File: src/rtl/spi_master_ctrl.sv
// SPI master controller, mode 0 (SCK idles low), one 8-bit transfer per START.
// SCK half-period is CLK_DIV PCLK cycles. A transfer has SETUP, eight SCK
// periods and HOLD. DONE pulses on the same cycle that SS returns high.
// Optional build macro: SPI_MASTER_CTRL_LSB_FIRST_EN selects LSB-first bit
// order for both directions. It is MSB-first when the macro is undefined.
// Timing is the same in both bit orders.

module spi_master_ctrl #(
    parameter int CLK_DIV = 4
) (
    input  logic       PCLK,
    input  logic       PRESET,
    input  logic       START,
    input  logic       ABORT,
    input  logic [7:0] TX_DATA,
    input  logic       MISO,
    output logic       SCK,
    output logic       SS,
    output logic       MOSI,
    output logic [7:0] RX_DATA,
    output logic       BUSY,
    output logic       DONE
);

    typedef enum logic [1:0] {
        IDLE,
        SETUP,
        SHIFT,
        HOLD
    } state_t;

    localparam logic [7:0] HALF_LAST = 8'(CLK_DIV - 1);

    state_t     state;
    logic [7:0] half_cnt;
    logic [2:0] bit_cnt;
    logic [7:0] tx_shift;
    logic [7:0] rx_shift;

    logic       half_done;
    logic       first_bit;
    logic [7:0] tx_load;
    logic       next_bit;
    logic [7:0] tx_next;
    logic [7:0] rx_next;

    assign half_done = (half_cnt == HALF_LAST);

    // The first bit goes straight to MOSI at START, so the TX shift register is
    // loaded already advanced by one position. This keeps "next bit" the
    // same expression for every later falling edge.
`ifdef SPI_MASTER_CTRL_LSB_FIRST_EN
    assign first_bit = TX_DATA[0];
    assign tx_load   = {1'b0, TX_DATA[7:1]};
    assign next_bit  = tx_shift[0];
    assign tx_next   = {1'b0, tx_shift[7:1]};
    assign rx_next   = {MISO, rx_shift[7:1]};
`else
    assign first_bit = TX_DATA[7];
    assign tx_load   = {TX_DATA[6:0], 1'b0};
    assign next_bit  = tx_shift[7];
    assign tx_next   = {tx_shift[6:0], 1'b0};
    assign rx_next   = {rx_shift[6:0], MISO};
`endif

    // Transfer sequencer: state, counters, shift registers and every output are registered here
    always_ff @(posedge PCLK or posedge PRESET) begin
        if (PRESET) begin
            state    <= IDLE;
            half_cnt <= 8'd0;
            bit_cnt  <= 3'd0;
            tx_shift <= 8'h00;
            rx_shift <= 8'h00;
            SCK      <= 1'b0;
            SS       <= 1'b1;
            MOSI     <= 1'b0;
            RX_DATA  <= 8'h00;
            BUSY     <= 1'b0;
            DONE     <= 1'b0;
        end else begin
            DONE <= 1'b0;
            if ((state != IDLE) && ABORT) begin
                state    <= IDLE;
                half_cnt <= 8'd0;
                bit_cnt  <= 3'd0;
                SCK      <= 1'b0;
                SS       <= 1'b1;
                BUSY     <= 1'b0;
            end else begin
                case (state)
                    IDLE: begin
                        if (START && !ABORT) begin
                            state    <= SETUP;
                            half_cnt <= 8'd0;
                            bit_cnt  <= 3'd0;
                            tx_shift <= tx_load;
                            MOSI     <= first_bit;
                            SS       <= 1'b0;
                            BUSY     <= 1'b1;
                        end
                    end
                    SETUP: begin
                        if (half_done) begin
                            half_cnt <= 8'd0;
                            SCK      <= 1'b1;
                            rx_shift <= rx_next;
                            state    <= SHIFT;
                        end else begin
                            half_cnt <= half_cnt + 8'd1;
                        end
                    end
                    SHIFT: begin
                        if (half_done) begin
                            half_cnt <= 8'd0;
                            if (SCK) begin
                                SCK <= 1'b0;
                                if (bit_cnt == 3'd7) begin
                                    bit_cnt <= 3'd0;
                                    state   <= HOLD;
                                end else begin
                                    bit_cnt  <= bit_cnt + 3'd1;
                                    MOSI     <= next_bit;
                                    tx_shift <= tx_next;
                                end
                            end else begin
                                SCK      <= 1'b1;
                                rx_shift <= rx_next;
                            end
                        end else begin
                            half_cnt <= half_cnt + 8'd1;
                        end
                    end
                    HOLD: begin
                        if (half_done) begin
                            half_cnt <= 8'd0;
                            SS       <= 1'b1;
                            BUSY     <= 1'b0;
                            DONE     <= 1'b1;
                            RX_DATA  <= rx_shift;
                            state    <= IDLE;
                        end else begin
                            half_cnt <= half_cnt + 8'd1;
                        end
                    end
                    default: begin
                        state <= IDLE;
                    end
                endcase
            end
        end
    end

endmodule
File: config.mk
export PLATFORM = sky130hd
export DESIGN_NAME = spi_master_ctrl
export DESIGN_NICKNAME = d
export VERILOG_FILES = /design/src/rtl/spi_master_ctrl.sv
export SDC_FILE = /design/constraint.sdc
export NUM_CORES = 1
export LEC_CHECK = 0
export ABC_AREA = 1
export BUFFER_PORTS_ARGS = -buffer_cell sky130_fd_sc_hd__buf_4
export CORE_AREA = 10 10 74 76
export CTS_BUF_LIST = sky130_fd_sc_hd__clkbuf_8
export DETAILED_ROUTE_END_ITERATION = 12
export DIE_AREA = 0 0 84 86
export PLACE_DENSITY = 0.77
export SYNTH_ARGS = -nofsm -noshare
export SYNTH_HDL_FRONTEND = slang
export SYNTH_SLANG_ARGS = --single-unit
export TNS_END_PERCENT = 10
File: constraint.sdc
create_clock -name PCLK -period 1.4 [get_ports PCLK]
set_input_delay 0.28 -clock PCLK [delete_from_list [all_inputs] [get_ports PCLK]]
set_output_delay 0.28 -clock PCLK [all_outputs]
set_load 0.05 [all_outputs]
==> results of run 1 <==
==> stage by stage <==
step                      TNS (ns)  instances  worst slack [ns]
after floorplan            -0.5130        231          -0.04237
after global placement      -2.104        334           -0.1225
after detailed placement    -3.319        334           -0.1536
after CTS                   -2.397        346           -0.1158
after global routing        -6.609        356           -0.2681
final                       -4.288        356           -0.1790
==> cell families after synthesis <==
kind of cell | count (synthesis) | synth area share
AO/OA/AOI/OAI | 47 | 0.1584
buffers and inverters | 37 | 0.07773
flip-flops | 41 | 0.4798
adder cells (fa/ha/maj) | 8 | 0.04676
AND/OR/NAND/NOR | 89 | 0.1964
multiplexers | 7 | 0.03273
XOR/XNOR | 2 | 0.008184
==> registers in the layout, indices dropped and copies added, names as in the netlist <==
name,cells
half_cnt,8
rx_shift,8
DONE,1
RX_DATA,8
SCK,1
bit_cnt,3
state,2
MOSI,1
SS,1
BUSY,1
tx_shift,7
==> repair_timing <==
| action | CTS | global route |
|---|---|---|
| cloned | 2 | 1 |
| setup endpoints to repair | 38 | 41 |
| endpoints found under the hold margin | 7 | 0 |
| hold buffers | 1 | 0 |
| setup buffers | 2 | 9 |
| pin swaps | 11 | 19 |
| gates resized for setup | 32 | 34 |
==> cells in the final DEF, fill, tap and decap left out, types with 3 or more instances in the layout <==
| master | instances |
|---|---|
| buf_6 | 3 |
| dfrtp_1 | 38 |
| nand2_4 | 5 |
| nand4_1 | 4 |
| a21oi_1 | 4 |
| ha_1 | 3 |
| nor2_4 | 3 |
| o21ai_2 | 29 |
| mux2i_1 | 7 |
| inv_1 | 21 |
| nor2_2 | 4 |
| buf_12 | 4 |
| clkbuf_8 | 6 |
| nand2_1 | 38 |
| nand2_2 | 14 |
| o21ai_1 | 6 |
| inv_2 | 9 |
| ha_2 | 3 |
| buf_4 | 61 |
| nor3_2 | 4 |
| nor2_1 | 9 |
==> worst max path at each step <==
stage / end / slack, ns / startpoint / cells after the start
2_1_floorplan: rx_shift[1] / -0.04 / state[0] / 8
3_3_place_gp: SCK / -0.12 / state[0] / 7
3_5_place_dp: bit_cnt[0] / -0.15 / state[0] / 8
4_1_cts: state[0] / -0.12 / state[0] / 10
5_1_grt: MOSI / -0.27 / bit_cnt[0] / 9
6_report: bit_cnt[0] / -0.18 / state[0] / 8
==> power by group <==
part	internal (mW)	switching (mW)	leakage (nW)
Combinational	1.55	1.92	0.904
Sequential	1.46	0.174	0.541
Clock	0.390	0.398	0.0433
==> worst max-delay path: cells and delay by family, from the launching register on <==
kind	cells	cell delay [ns]
AO/OA/AOI/OAI	4	0.60
adder cells (fa/ha/maj)	1	0.20
buffers and inverters	2	0.19
flip-flops	1	0.42
AND/OR/NAND/NOR	1	0.10
==> routing by layer <==
metal	vias to the layer above	routed length, um	global-route usage
li1	899	-	-
met1	920	2319	0.1601
met2	39	2919	0.2362
met3	12	235	0.04447
met4	0	99	0.05479
met5	-	0	0
==> layout make-up <==
type                    count  area share
repair buffers             70      0.1966
well taps                  50     0.02027
multi-input cells         155      0.3762
clock buffers               6     0.02675
inverters                  33     0.04418
clock inverters             1    0.002432
flip-flops and latches     41      0.3336
==> out/qor.csv, run 1 <==
metric,value,unit
final-seq-area,1030,sq um
fin_skew,0.006713,ns
wl,5574,um
cts_made_buffers,5,
hold_depth,3,
vias_per_cell,5.253,
multi_input_area,1161,sq um
post-dp-hpwl,3267,um
drive_above_1_share,0.5425,
fin_nets,327,
num-fill-cells,252,
synth.distinct_cells,32,
clkSinkCount,41,
die_h,86,um
fin_util,0.7773,
setup_viol,35,
core_area,3971,sq um
synth_common_cells,"nand2_1 (52), dfrtp_1 (40), inv_1 (28)",
required,1.62,ns
antenna_left,0,
r2r-start,state[0],
syn_area,2141,sq um
yosysWarnings,0,
antenna_found_initial,0,
max_cap_viol_count,0,
syn_nets,252,
clkTransAtPathRegs,0.07,ns
grt_pass1_vias,1853,
antenna_cells,0,
overflow,0,
first_iter_violations,112,
synth_edf_count,0,
syn_to_final_growth,44.18,%
cts_tree,done,
hp-class,input pin to register,
crit_chain,inv_2 -> ha_4 -> inv_6 -> o21ai_4 -> o21ai_2 -> a21oi_2 -> nand2_1 -> o21ai_1,
outcome,"finished, violations left",
async_reset_ff_frac,1.000,
chipWidth,84,um
drt-wirelength-per-cell,15.66,um
synth_ff_type,dfrtp_1,
gp_congestion,0.8748,
hold_viol_final,0,
p_leak,1.489,nW
worst-r2r-setup-slack,-0.18,ns
r2r_cells,8,
ios,26,
timing.final.crit_period,1.579,ns
grt_pass1_wl,8424,um
critical_path_class,register to register,
max_slew_margin,0.7255,
synth_seq_area_share,0.4798,
vias,1870,
yosysTopAreaCell,dfrtp_1,
cp_max_fo,5,
insertion_delay,0.29,ns
synth_cells,231,
cpPeakStageDelay,0.42,ns
drc_errors,0,
rows,23,
worstHoldEndpoint,rx_shift[0],
synth_top_area_share,0.4676,
final_cell_area,3087,sq um
whs,0.2312,ns
power.density,1910,nW/um^2
min-delay-start,MISO,
cts_root_buffer,clkbuf_8,
finalWorstSetupSlack,-0.1790,ns
grt_max_degree,34,
fp.dieArea,7224,sq um
ys_ff_latch,41,
min_period_over_period,1.128,
critPathArrivalTime,1.80,ns
worstMarginPinSlew,0.4113,ns
total_power,5.895,mW
htree_num_levels,2,
placed_area,2649,sq um
dr.pass1.iters,4,
cp-end-kind,register,
crit_slowest_cell,dfrtp_1,
drv_slew,0,
start_util,0.5391,
rsz0062_at_grt,yes,
grt_use_total,0.1395,
syn_area_per_cell,9.268,sq um
synth_area_leaders,"dfrtp_1 (47%), o21ai_2 (10%), nand2_1 (9.1%), inv_1 (4.9%), ha_1 (4.7%)",
timing.fmax,0.6333,GHz
ir_drop,0.001538,V
cts_buffer_depth,2,
worst_r2r_endpoint,bit_cnt[0],
critPathLaunchType,register,
yosysMostFrequentCell,nand2_1,
io_buffers,25,
violations,setup timing,
Note: power is estimated with default switching activity, not from simulation.
==> run 2: changes to the inputs <==
--- a/config.mk
+++ b/config.mk
@@ -7,11 +7,12 @@
 export LEC_CHECK = 0
 export ABC_AREA = 1
 export BUFFER_PORTS_ARGS = -buffer_cell sky130_fd_sc_hd__buf_4
-export CORE_AREA = 10 10 74 76
+export CORE_AREA = 2 2 66 68
 export CTS_BUF_LIST = sky130_fd_sc_hd__clkbuf_8
 export DETAILED_ROUTE_END_ITERATION = 12
-export DIE_AREA = 0 0 84 86
+export DIE_AREA = 0 0 68 70
 export PLACE_DENSITY = 0.77
+export SLEW_MARGIN = 10
 export SYNTH_ARGS = -nofsm -noshare
 export SYNTH_HDL_FRONTEND = slang
 export SYNTH_SLANG_ARGS = --single-unit
==> run 2 against run 1 <==
The flow still finishes with violations (setup timing). Sequential power about the same. Critical path depth down 1. Flip-flop and latch count unchanged. Power up 2.2%.
==> out/qor.csv, run 2 (synthesized netlist as in run 1, its figures left out) <==
metric,value,unit,change
grt_max_degree,42,,+24%
fin_nets,325,,-0.61%
min_period_over_period,1.137,,+0.008908
placed_area,2651,sq um,about the same
p_leak,1.508,nW,+1.2%
cts_made_buffers,5,,unchanged
wl,5496,um,-1.4%
timing.fmax,0.6283,GHz,-0.78%
final_cell_area,3105,sq um,+0.61%
antenna_cells,0,,unchanged
insertion_delay,0.30,ns,about the same
chipWidth,68,um,-19%
cp_max_fo,3,,-2
violations,setup timing,,
syn_to_final_growth,45.06,%,
critPathArrivalTime,1.77,ns,-0.03 ns
grt_pass1_vias,1912,,+3.2%
reg_top3,"RX_DATA (8), half_cnt (8), rx_shift (8)",,
antenna_left,0,,unchanged
hold_viol_final,0,,unchanged
dp.cells,336,,+0.60%
drive_above_1_share,0.5246,,-0.01789
cts_root_buffer,clkbuf_8,,
die_h,70,um,-19%
drv_slew,0,,unchanged
critical_path_class,register to register,,
cp-end-kind,register,,
fin_skew,0.007006,ns,+0.0002935 ns
overflow,0,,unchanged
timing.final.crit_period,1.592,ns,+0.01247 ns
htree_num_levels,2,,unchanged
start_util,0.5166,,-0.02246
rsz0062_at_grt,yes,,
cts_tree,done,,
final_common_cell,buf_4,,
grt_pass1_wl,8645,um,+2.6%
required,1.58,ns,-0.04 ns
rows,24,,+4.3%
critPathLaunchType,register,,
power.density,1940,nW/um^2,+1.6%
vias_per_cell,5.272,,+0.36%
max_cap_viol_count,0,,unchanged
finalWorstSetupSlack,-0.1915,ns,-0.01247 ns
fin_cells,357,,+0.28%
cts_buffer_depth,2,,unchanged
antenna_found_initial,0,,unchanged
drc_errors,0,,unchanged
outcome,"finished, violations left",,
setup_viol,36,,+2.9%
worstMarginPinSlew,0.3666,ns,-0.04469 ns
drt-wirelength-per-cell,15.39,um,-1.7%
clkTransAtPathRegs,0.08,ns,about the same
ir_drop,0.001715,V,+12%
fp.dieArea,4760,sq um,-34%
first_iter_violations,103,,-8.0%
post-dp-hpwl,3142,um,-3.8%
hp-class,input pin to async pin,,
max_slew_margin,0.7556,,+0.03010
io_buffers,25,,unchanged
vias,1882,,+0.64%
ios,26,,unchanged
dr.pass1.iters,4,,unchanged
clkSinkCount,41,,unchanged
core_area,4144,sq um,+4.3%
place_ws,-0.1728,ns,-0.01921 ns
final_cell_mix,"buf_4 (62), nand2_1 (45), dfrtp_1 (38)",,
gp_congestion,0.8588,,-1.8%
grt_use_total,0.2421,,+0.1027
==> run 2: cell types whose count changed in the layout (fill, tap and decap cells not counted), sizes merged <==
cell,change
buf,-1
bufinv,+1
clkbuf,-1
clkinv,+1
dlygate4sd3,-1
==> run 2: final cells by class <==
cell class | instances | area [sq um]
clock buffer | 5 | 68.82
fill | 264 | 1039
tap | 52 | 65.06
inverter | 33 | 131.4
multi-input combinational | 155 | 1182
timing repair buffer | 68 | 581.8
sequential | 41 | 1030
clock inverter | 3 | 46.29
==> run 2: layer usage <==
layer  vias to the layer above  share of wire  track usage
li1                        903              -            -
met1                       914           0.40       0.2986
met2                        53           0.53       0.4078
met3                        12          0.045      0.04992
met4                         0          0.023      0.09111
met5                         -              0            0
==> run 2: final timing paths <==
kind | start | endpoint | slack (ns) | cells past startpoint
setup / recovery | state[0] | state[0] | -0.19 | 7
hold / removal | PRESET | DONE | 0.03 | 3
setup reg to reg | state[0] | state[0] | -0.19 | 7
hold reg to reg | SS | SS | 0.47 | 2
max in group asynchronous | PRESET | SS | 1.11 | 3
min in group PCLK | MISO | rx_shift[0] | 0.23 | 3
==> run 2: repair_timing <==
| action | 4_1_cts | 5_1_grt |
|---|---|---|
| pin swaps | 6 | 12 |
| hold buffers | 0 | 0 |
| buffers inserted | 6 | 4 |
| gates resized for setup | 39 | 20 |
| setup endpoints to repair | 40 | 41 |
| cloned | 2 | 1 |
==> run 2: worst max-delay path, stage by stage, from the launching register on <==
cell     delay (ns)
dfrtp_1        0.39
buf_4          0.16
ha_1           0.20
or2_4          0.27
nand3_4        0.11
nand2_4        0.09
o21ai_4        0.18
nand2_1        0.07
==> run 2: through the flow <==
| stage | power, mW | TNS, ns | hold WS [ns] | util |
|---|---|---|---|---|
| floorplan | 3.267 | -0.5130 | 0.4320 | - |
| global placement | 4.066 | -2.782 | 0.3626 | 0.6398 |
| detailed placement | 4.139 | -3.927 | 0.3663 | 0.6398 |
| CTS | 5.567 | -2.262 | 0.04851 | 0.7171 |
| global route | 6.380 | -6.749 | 0.06544 | 0.7494 |
| finish | 6.025 | -4.433 | 0.03251 | 0.7494 |
==> run 2: power by group <==
group / switching [mW] / total, mW / internal (mW) / leakage [nW]
sequential: 0.163 / 1.63 / 1.46 / 0.541
combinational: 1.93 / 3.41 / 1.48 / 0.912
clock: 0.453 / 0.987 / 0.534 / 0.0543
total: 2.54 / 6.02 / 3.48 / 1.51
